**src/rtl/gb_mem_pkg.sv**
```systemverilog
// Shared memory-map definitions for the OAM DMA arbiter.
// Holds the DMA state encoding, the fixed bus addresses (DMA register,
// OAM base, HRAM window), the default transfer length and the source
// page remap used by the DMA engine.
package gb_mem_pkg;

    typedef enum logic [1:0] {
        IDLE  = 2'd0,
        START = 2'd1,
        READ  = 2'd2,
        WRITE = 2'd3
    } dma_state_t;

    localparam logic [15:0] DMA_REG_ADDR = 16'hFF46;
    localparam logic [15:0] OAM_BASE     = 16'hFE00;
    localparam logic [15:0] HRAM_LO      = 16'hFF80;
    localparam logic [15:0] HRAM_HI      = 16'hFFFE;
    localparam int          DMA_LENGTH   = 160;

    // Pages E0..FF fold back onto C0..DF (echo RAM), so the DMA never
    // reads the OAM/IO region it is writing into.
    function automatic logic [7:0] eff_src_hi(input logic [7:0] src);
        return (src >= 8'hE0) ? (src & 8'hDF) : src;
    endfunction

endpackage

```
**src/rtl/oam_dma_arbiter_if.sv**
```systemverilog
// Bus bundle between the CPU core / system memory side and the OAM DMA
// arbiter.
//   i_Enable          clock enable
//   i_CPU_*           CPU address, write data and strobes
//   o_CPU_Bus         read data returned to the CPU
//   o_Mem_*, i_Mem_Data   main memory bus
//   o_Hram_*, i_Hram_Data HRAM port
//   o_DMA_Active      DMA owns (or is about to own) the bus
// slave  : the arbiter side; master : the system/CPU side.
interface oam_dma_arbiter_if;
    logic        i_Enable;
    logic [15:0] i_CPU_Address;
    logic [7:0]  i_CPU_Bus;
    logic        i_CPU_Bus_Out;
    logic        i_CPU_Bus_In;
    logic [7:0]  o_CPU_Bus;
    logic [15:0] o_Mem_Address;
    logic [7:0]  o_Mem_Data;
    logic        o_Mem_Write;
    logic        o_Mem_Read;
    logic [7:0]  i_Mem_Data;
    logic [6:0]  o_Hram_Address;
    logic        o_Hram_Write;
    logic        o_Hram_Read;
    logic [7:0]  i_Hram_Data;
    logic        o_DMA_Active;

    modport slave (
        input  i_Enable, i_CPU_Address, i_CPU_Bus, i_CPU_Bus_Out, i_CPU_Bus_In,
        input  i_Mem_Data, i_Hram_Data,
        output o_CPU_Bus, o_Mem_Address, o_Mem_Data, o_Mem_Write, o_Mem_Read,
        output o_Hram_Address, o_Hram_Write, o_Hram_Read, o_DMA_Active
    );

    modport master (
        output i_Enable, i_CPU_Address, i_CPU_Bus, i_CPU_Bus_Out, i_CPU_Bus_In,
        output i_Mem_Data, i_Hram_Data,
        input  o_CPU_Bus, o_Mem_Address, o_Mem_Data, o_Mem_Write, o_Mem_Read,
        input  o_Hram_Address, o_Hram_Write, o_Hram_Read, o_DMA_Active
    );
endinterface

```
**src/rtl/dma_sequencer.sv**
```systemverilog
// OAM DMA sequencer: owns the transfer state, byte index, source page and
// the read-data latch, and produces the DMA side of the main bus.
//   clk, rst       clock, asynchronous active-high reset
//   enable         clock enable; all registers hold when low
//   start_hit      DMA register written this cycle (restarts any copy)
//   start_src      value written to the DMA register (source page)
//   mem_rdata      main bus read data (same cycle as dma_read)
//   state          current state
//   src_hi         last value written to the DMA register
//   dma_addr/dma_data/dma_read/dma_write   DMA bus drive
//   dma_active     high in START, READ, WRITE
module dma_sequencer
    import gb_mem_pkg::*;
#(
    parameter logic [15:0] P_DST_BASE = OAM_BASE,
    parameter int          P_LENGTH   = DMA_LENGTH
) (
    input  logic        clk,
    input  logic        rst,
    input  logic        enable,
    input  logic        start_hit,
    input  logic [7:0]  start_src,
    input  logic [7:0]  mem_rdata,
    output dma_state_t  state,
    output logic [7:0]  src_hi,
    output logic [15:0] dma_addr,
    output logic [7:0]  dma_data,
    output logic        dma_read,
    output logic        dma_write,
    output logic        dma_active
);

    localparam logic [7:0] LAST_IDX = 8'(P_LENGTH - 1);

    dma_state_t state_reg;
    logic [7:0] idx_reg;
    logic [7:0] src_hi_reg;
    logic [7:0] data_lat_reg;

    always_ff @(posedge clk or posedge rst) begin
        if (rst) begin
            state_reg    <= IDLE;
            idx_reg      <= 8'h00;
            src_hi_reg   <= 8'h00;
            data_lat_reg <= 8'h00;
        end else if (enable) begin
            if (start_hit) begin
                // A register write always wins, even mid-copy or on the
                // final WRITE; whatever the bus is doing this cycle still
                // completes because the bus drive decodes the old state.
                src_hi_reg <= start_src;
                idx_reg    <= 8'h00;
                state_reg  <= START;
            end else begin
                case (state_reg)
                    START: state_reg <= READ;
                    READ: begin
                        data_lat_reg <= mem_rdata;
                        state_reg    <= WRITE;
                    end
                    WRITE: begin
                        if (idx_reg == LAST_IDX) begin
                            state_reg <= IDLE;
                        end else begin
                            idx_reg   <= idx_reg + 8'd1;
                            state_reg <= READ;
                        end
                    end
                    default: state_reg <= IDLE;
                endcase
            end
        end
    end

    // Bus drive is a pure decode of the registers above.
    always_comb begin
        dma_addr  = 16'h0000;
        dma_data  = data_lat_reg;
        dma_read  = 1'b0;
        dma_write = 1'b0;
        case (state_reg)
            READ: begin
                dma_addr = {eff_src_hi(src_hi_reg), idx_reg};
                dma_read = 1'b1;
            end
            WRITE: begin
                dma_addr  = P_DST_BASE + {8'h00, idx_reg};
                dma_write = 1'b1;
            end
            default: ;
        endcase
    end

    assign state      = state_reg;
    assign src_hi     = src_hi_reg;
    assign dma_active = (state_reg != IDLE);

endmodule

```
**src/rtl/oam_dma_arbiter.sv**
```systemverilog
// OAM DMA arbiter: sits between the CPU bus and the system memory decoder.
// Intercepts CPU writes to the DMA register, runs the copy to OAM through
// dma_sequencer, and while the copy owns the bus confines the CPU to HRAM.
//   i_Clk, i_Rst   clock, asynchronous active-high reset
//   bus            oam_dma_arbiter_if.slave (CPU, main bus, HRAM, status)
module oam_dma_arbiter
    import gb_mem_pkg::*;
#(
    parameter logic [15:0] P_REG_ADDR = DMA_REG_ADDR,
    parameter logic [15:0] P_DST_BASE = OAM_BASE,
    parameter int          P_LENGTH   = DMA_LENGTH
) (
    input  logic               i_Clk,
    input  logic               i_Rst,
    oam_dma_arbiter_if.slave   bus
);

    dma_state_t  state;
    logic [7:0]  src_hi;
    logic [15:0] dma_addr;
    logic [7:0]  dma_data;
    logic        dma_read;
    logic        dma_write;
    logic        dma_active;

    logic        reg_sel;
    logic        hram_sel;
    logic        reg_hit;
    logic        locked;

    assign reg_sel  = (bus.i_CPU_Address == P_REG_ADDR);
    assign hram_sel = (bus.i_CPU_Address >= HRAM_LO) && (bus.i_CPU_Address <= HRAM_HI);
    assign reg_hit  = bus.i_Enable && bus.i_CPU_Bus_Out && reg_sel;
    // START still leaves the bus with the CPU; only READ/WRITE lock it out.
    assign locked   = (state == READ) || (state == WRITE);

    dma_sequencer #(
        .P_DST_BASE (P_DST_BASE),
        .P_LENGTH   (P_LENGTH)
    ) u_seq (
        .clk        (i_Clk),
        .rst        (i_Rst),
        .enable     (bus.i_Enable),
        .start_hit  (reg_hit),
        .start_src  (bus.i_CPU_Bus),
        .mem_rdata  (bus.i_Mem_Data),
        .state      (state),
        .src_hi     (src_hi),
        .dma_addr   (dma_addr),
        .dma_data   (dma_data),
        .dma_read   (dma_read),
        .dma_write  (dma_write),
        .dma_active (dma_active)
    );

    logic [15:0] mem_addr;
    logic [7:0]  mem_data;
    logic        mem_write;
    logic        mem_read;
    logic [7:0]  cpu_rdata;

    always_comb begin
        mem_addr  = bus.i_CPU_Address;
        mem_data  = bus.i_CPU_Bus;
        mem_write = 1'b0;
        mem_read  = 1'b0;
        cpu_rdata = bus.i_Mem_Data;
        if (locked) begin
            mem_addr  = dma_addr;
            mem_data  = dma_data;
            mem_write = dma_write;
            mem_read  = dma_read;
            cpu_rdata = hram_sel ? bus.i_Hram_Data : 8'hFF;
        end else begin
            // HRAM and the DMA register never reach the main bus as writes.
            mem_write = bus.i_CPU_Bus_Out && !hram_sel && !reg_sel;
            mem_read  = bus.i_CPU_Bus_In && !hram_sel;
            if (hram_sel) begin
                cpu_rdata = bus.i_Hram_Data;
            end else if (reg_sel) begin
                cpu_rdata = src_hi;
            end
        end
    end

    assign bus.o_Mem_Address  = mem_addr;
    assign bus.o_Mem_Data     = mem_data;
    assign bus.o_Mem_Write    = mem_write;
    assign bus.o_Mem_Read     = mem_read;
    assign bus.o_CPU_Bus      = cpu_rdata;
    assign bus.o_Hram_Address = bus.i_CPU_Address[6:0];
    assign bus.o_Hram_Write   = hram_sel && bus.i_CPU_Bus_Out;
    assign bus.o_Hram_Read    = hram_sel && bus.i_CPU_Bus_In;
    assign bus.o_DMA_Active   = dma_active;

endmodule
```
**src/flat_wrapper.sv**
```systemverilog
// flat-port wrapper written by rule: the top's interface ports become plain ports
module oam_dma_arbiter_flat import gb_mem_pkg::*;
#(
    parameter logic [15:0] P_REG_ADDR = DMA_REG_ADDR,
    parameter logic [15:0] P_DST_BASE = OAM_BASE,
    parameter int          P_LENGTH   = DMA_LENGTH
)
  (i_Clk, i_Rst, bus_i_Enable, bus_i_CPU_Address, bus_i_CPU_Bus, bus_i_CPU_Bus_Out, bus_i_CPU_Bus_In, bus_i_Mem_Data, bus_i_Hram_Data, bus_o_CPU_Bus, bus_o_Mem_Address, bus_o_Mem_Data, bus_o_Mem_Write, bus_o_Mem_Read, bus_o_Hram_Address, bus_o_Hram_Write, bus_o_Hram_Read, bus_o_DMA_Active);
  oam_dma_arbiter_if bus_i ();
  input  logic i_Clk;
  input  logic i_Rst;
  input wire logic [$bits(bus_i.i_Enable)-1:0] bus_i_Enable;
  input wire logic [$bits(bus_i.i_CPU_Address)-1:0] bus_i_CPU_Address;
  input wire logic [$bits(bus_i.i_CPU_Bus)-1:0] bus_i_CPU_Bus;
  input wire logic [$bits(bus_i.i_CPU_Bus_Out)-1:0] bus_i_CPU_Bus_Out;
  input wire logic [$bits(bus_i.i_CPU_Bus_In)-1:0] bus_i_CPU_Bus_In;
  input wire logic [$bits(bus_i.i_Mem_Data)-1:0] bus_i_Mem_Data;
  input wire logic [$bits(bus_i.i_Hram_Data)-1:0] bus_i_Hram_Data;
  output wire logic [$bits(bus_i.o_CPU_Bus)-1:0] bus_o_CPU_Bus;
  output wire logic [$bits(bus_i.o_Mem_Address)-1:0] bus_o_Mem_Address;
  output wire logic [$bits(bus_i.o_Mem_Data)-1:0] bus_o_Mem_Data;
  output wire logic [$bits(bus_i.o_Mem_Write)-1:0] bus_o_Mem_Write;
  output wire logic [$bits(bus_i.o_Mem_Read)-1:0] bus_o_Mem_Read;
  output wire logic [$bits(bus_i.o_Hram_Address)-1:0] bus_o_Hram_Address;
  output wire logic [$bits(bus_i.o_Hram_Write)-1:0] bus_o_Hram_Write;
  output wire logic [$bits(bus_i.o_Hram_Read)-1:0] bus_o_Hram_Read;
  output wire logic [$bits(bus_i.o_DMA_Active)-1:0] bus_o_DMA_Active;
  assign bus_i.i_Enable = bus_i_Enable;
  assign bus_i.i_CPU_Address = bus_i_CPU_Address;
  assign bus_i.i_CPU_Bus = bus_i_CPU_Bus;
  assign bus_i.i_CPU_Bus_Out = bus_i_CPU_Bus_Out;
  assign bus_i.i_CPU_Bus_In = bus_i_CPU_Bus_In;
  assign bus_i.i_Mem_Data = bus_i_Mem_Data;
  assign bus_i.i_Hram_Data = bus_i_Hram_Data;
  assign bus_o_CPU_Bus = bus_i.o_CPU_Bus;
  assign bus_o_Mem_Address = bus_i.o_Mem_Address;
  assign bus_o_Mem_Data = bus_i.o_Mem_Data;
  assign bus_o_Mem_Write = bus_i.o_Mem_Write;
  assign bus_o_Mem_Read = bus_i.o_Mem_Read;
  assign bus_o_Hram_Address = bus_i.o_Hram_Address;
  assign bus_o_Hram_Write = bus_i.o_Hram_Write;
  assign bus_o_Hram_Read = bus_i.o_Hram_Read;
  assign bus_o_DMA_Active = bus_i.o_DMA_Active;
  oam_dma_arbiter #(.P_REG_ADDR(P_REG_ADDR), .P_DST_BASE(P_DST_BASE), .P_LENGTH(P_LENGTH)) u_core (.i_Clk(i_Clk), .i_Rst(i_Rst), .bus(bus_i));
endmodule
```
**config.mk**
```make
export PLATFORM = sky130hd
export DESIGN_NAME = oam_dma_arbiter_flat
export DESIGN_NICKNAME = d
export VERILOG_FILES = /design/src/rtl/gb_mem_pkg.sv /design/src/rtl/oam_dma_arbiter_if.sv /design/src/rtl/dma_sequencer.sv /design/src/rtl/oam_dma_arbiter.sv /design/src/flat_wrapper.sv
export SDC_FILE = /design/constraint.sdc
export NUM_CORES = 1
export LEC_CHECK = 0
export BUFFER_PORTS_ARGS = -buffer_cell sky130_fd_sc_hd__buf_2
export CORE_ASPECT_RATIO = 0.5
export CORE_MARGIN = 2
export CORE_UTILIZATION = 51
export CTS_BUF_LIST = sky130_fd_sc_hd__clkbuf_4
export DETAILED_ROUTE_END_ITERATION = 8
export PLACE_DENSITY = 0.88
export SKIP_CTS_REPAIR_TIMING = 1
export SLEW_MARGIN = 0
export SYNTH_ARGS = -nofsm -noshare
export SYNTH_HDL_FRONTEND = slang
export SYNTH_SLANG_ARGS = --single-unit
```
**constraint.sdc**
```tcl
create_clock -name i_Clk -period 3.2 [get_ports i_Clk]
set_input_delay 0.48 -clock i_Clk [delete_from_list [all_inputs] [get_ports i_Clk]]
set_output_delay 0.48 -clock i_Clk [all_outputs]
set_load 0.02 [all_outputs]
```
==> out/metrics.csv <==
stage,metric,value,unit
floorplan,initial core utilization,52.6,%
clocking,clk sink count,26,
routing,post-route ant nets,0,
critical_path,family with the most delay on the worst path,simple AND/OR/NAND/NOR gates,
synthesis,Synth cell types,38,
floorplan,die area,0.00400,mm^2
critical_path,worst endpoint required time,2.72,ns
finish,FILL cells,262,
synthesis,top cell type by total area after synthesis,dfrtp_1,
routing,routed len/inst,15.3,um
sta,Final Cycle Share,81.1,%
routing,Post-Route WL,4.57,mm
finish,nets,303,
critical_path,critical path's most frequent cell,buf_2,
global_route,Overflow after GRT,0,
finish,design area,0.00224,mm^2
placement,Port Buf Inserts,88,
synthesis,Post-synth EDFFs,0,
min_path,worst hold path type,in2async,
routing,Via density,5.67,
synthesis,cell count after synthesis,178,
sta,fin crit period,2.59,ns
routing,number of remaining DRC errors,0,
critical_path,critical path class,in2out,
global_route,GRT Total Usage,23.7,%
global_route,GR Util met1,30.3,%
run_status,status,finished clean,
finish,ant diodes,0,
critical_path,Worst setup EP type,primary output,
global_route,vias in the first global route,1603,
sta,final worst slack,0.606,ns
finish,Finished Layout Cells,298,
floorplan,Die Span Y,45.8,um
clocking,CTS H-tree lvls,1,
clocking,maximum buffer depth of the clock tree,2,
floorplan,site row count,15,
critical_path,critical path depth,7,
sta,Max Clk Rate,0.386,GHz
global_route,initial antenna violation count,0,
power_and_ir_drop,pwr/cell area,520,mW/mm^2
critical_path,Critical Path Fanout Max,12,
routing,DRT iter0 DRCs,86,
global_route,grt met3 use,4.53,%
sta,unrepaired setup endpoints after global routing,no,
synthesis,Post-Syn Nets,224,
routing,via count,1690,
power_and_ir_drop,Design Power,1.17,mW
global_route,largest net degree at the start of global routing,39,
finish,Area Growth Syn to Fin,26.1,%
sta,Final Hold Violating Endpoints,0,
synthesis,sequential-to-total area share from yosys stat,36.6,%
synthesis,ys flop type,dfrtp_1,
critical_path,worst stage delay on the critical path,0.55,ns
synthesis,Post-synth top cells,"31 x mux2_2, 26 x dfrtp_1, 23 x nor2_1",
global_route,grt met2 use,42.1,%
critical_path,worst r2r path cells,4,
placement,Placed Cells,294,
synthesis,most common cell in the netlist,mux2_2,
clocking,Root Driver,clkbuf_4,
critical_path,Crit-path slowest cell,or4_4,
routing,First-pass DRT Iterations,4,
synthesis,synth warn,0,
critical_path,Worst Path Buf+Inv,3,
power_and_ir_drop,P_leak,1.12,nW
critical_path,WP data arrival,2.11,ns
synthesis,"Async S/R FF share, synth",100,%
clocking,"Clk Latency, worst-skew pair",0.33,ns
sta,max-slew violations,0,
sta,Final Skew,0.0116,ns
sta,relative slew slack,32.2,%
synthesis,syn avg cell area,9.99,um^2
global_route,GRT Max-Usage Layer,met2,
synthesis,synthesized flop and latch total,26,
placement,Placement Setup Slack,0.605,ns
critical_path,Worst Setup Start Kind,input pin,
power_and_ir_drop,VDD IR-drop max,0.311,mV
placement,GP Congestion,0.830,
floorplan,die width,87.5,um
finish,layout cells sized above 1,50.8,%
sta,setup TNS,0,ns
clocking,clock-pin slew on the worst setup and hold paths,0.15,ns
floorplan,IO Count,89,
run,MaxCap Viol Count,0,
sta,worst-margin pin slew,1.02,ns
placement,hpwl dp,3.51,mm
placement,dpl cell area,0.00219,mm^2
global_route,first-pass GRT wire length,7.29,mm
synthesis,Yosys top cell area share,36.6,%
synthesis,cell area after synthesis,0.00178,mm^2
clocking,CTS Buf Count,3,
critical_path,worst path cell trace,buf_2 -> or4_4 -> nor4_4 -> buf_4 -> mux2i_1 -> a2bb2oi_1 -> buf_2,
clocking,CTS tree,done,
sta,# setup viols final,0,
floorplan,core box area,0.00338,mm^2
synthesis,"top cells by area, synth","dfrtp_1 37%, mux2_2 20%, mux2i_1 5.1%, nor2_1 4.9%, a2bb2oi_1 4.4%",
## where the power goes
| part | internal [mW] | switching (mW) |
|---|---|---|
| Clock | 0.127 | 0.103 |
| Sequential | 0.394 | 0.0781 |
| Combinational | 0.207 | 0.257 |
| Total | 0.727 | 0.439 |
## cell usage in the layout (no fill, tap or decap), drive strengths merged
master,Yosys,layout
a211o,1,1
a21oi,9,9
a22o,2,2
a2bb2oi,9,9
a31o,1,1
a31oi,1,1
and2,1,1
and3,3,3
and4,1,1
buf,11,91
bufinv,0,1
clkbuf,6,3
dfrtp,26,26
ha,1,1
inv,6,6
mux2,32,32
mux2i,9,9
nand2,6,6
nand3,4,4
nand4,4,4
nand4b,2,2
nor2,23,23
nor3,2,2
nor4,2,2
o2111ai,1,1
o21ai,1,1
o22a,1,1
o22ai,1,1
o311ai,2,2
o31ai,1,1
or2,1,1
or3,1,1
or4,1,1
xnor2,2,2
xor2,4,4
## cells by family after synthesis
| family | Yosys count | share of synthesized area, % |
|---|---|---|
| simple gates | 51 | 15.0 |
| mux | 41 | 25.3 |
| compound gates | 30 | 12.3 |
| flops | 26 | 36.6 |
| buf+inv | 23 | 7.11 |
| xor+xnor | 6 | 2.96 |
| fa+ha+maj | 1 | 0.704 |
## worst paths after layout
kind	from	end	slack [ns]
max in group asynchronous	i_Rst	u_core.u_seq.src_hi[3]	2.22
max	bus_i_CPU_Address[3]	bus_o_CPU_Bus[4]	0.61
min reg2reg	u_core.u_seq.dma_data[5]	u_core.u_seq.dma_data[5]	0.52
min in group i_Clk	bus_i_CPU_Bus[7]	u_core.u_seq.src_hi[7]	0.38
max reg2reg	u_core.u_seq.state[1]	u_core.u_seq.dma_data[3]	1.33
min	i_Rst	u_core.u_seq.dma_data[7]	0.36
## metal layers
layer / vias to the layer above / wire length, um
met1: 812 / 1940
met2: 58 / 2360
met3: 13 / 193
met5: - / 0
met4: 0 / 80
li1: 807 / -
## metrics by stage
| stage | utilization, % | hold slack, ns |
|---|---|---|
| after floorplan | - | 0.474 |
| after global placement | 64.8 | 0.481 |
| after detailed placement | 64.8 | 0.493 |
| after CTS | 66.4 | 0.357 |
| after global routing | 66.4 | 0.326 |
| final | 66.4 | 0.363 |
## layout make-up
type	instances	area (um^2)	share of cell area, %
inverter	6	22.5	1.00
sequential	26	651	29.0
timing repair buffer	91	463	20.6
multi-input combinational	129	1000	44.6
clock buffer	3	22.5	1.00
tap	42	52.6	2.34
clock inverter	1	30.0	1.34
No activity file was read; power rests on OpenSTA's default activity.
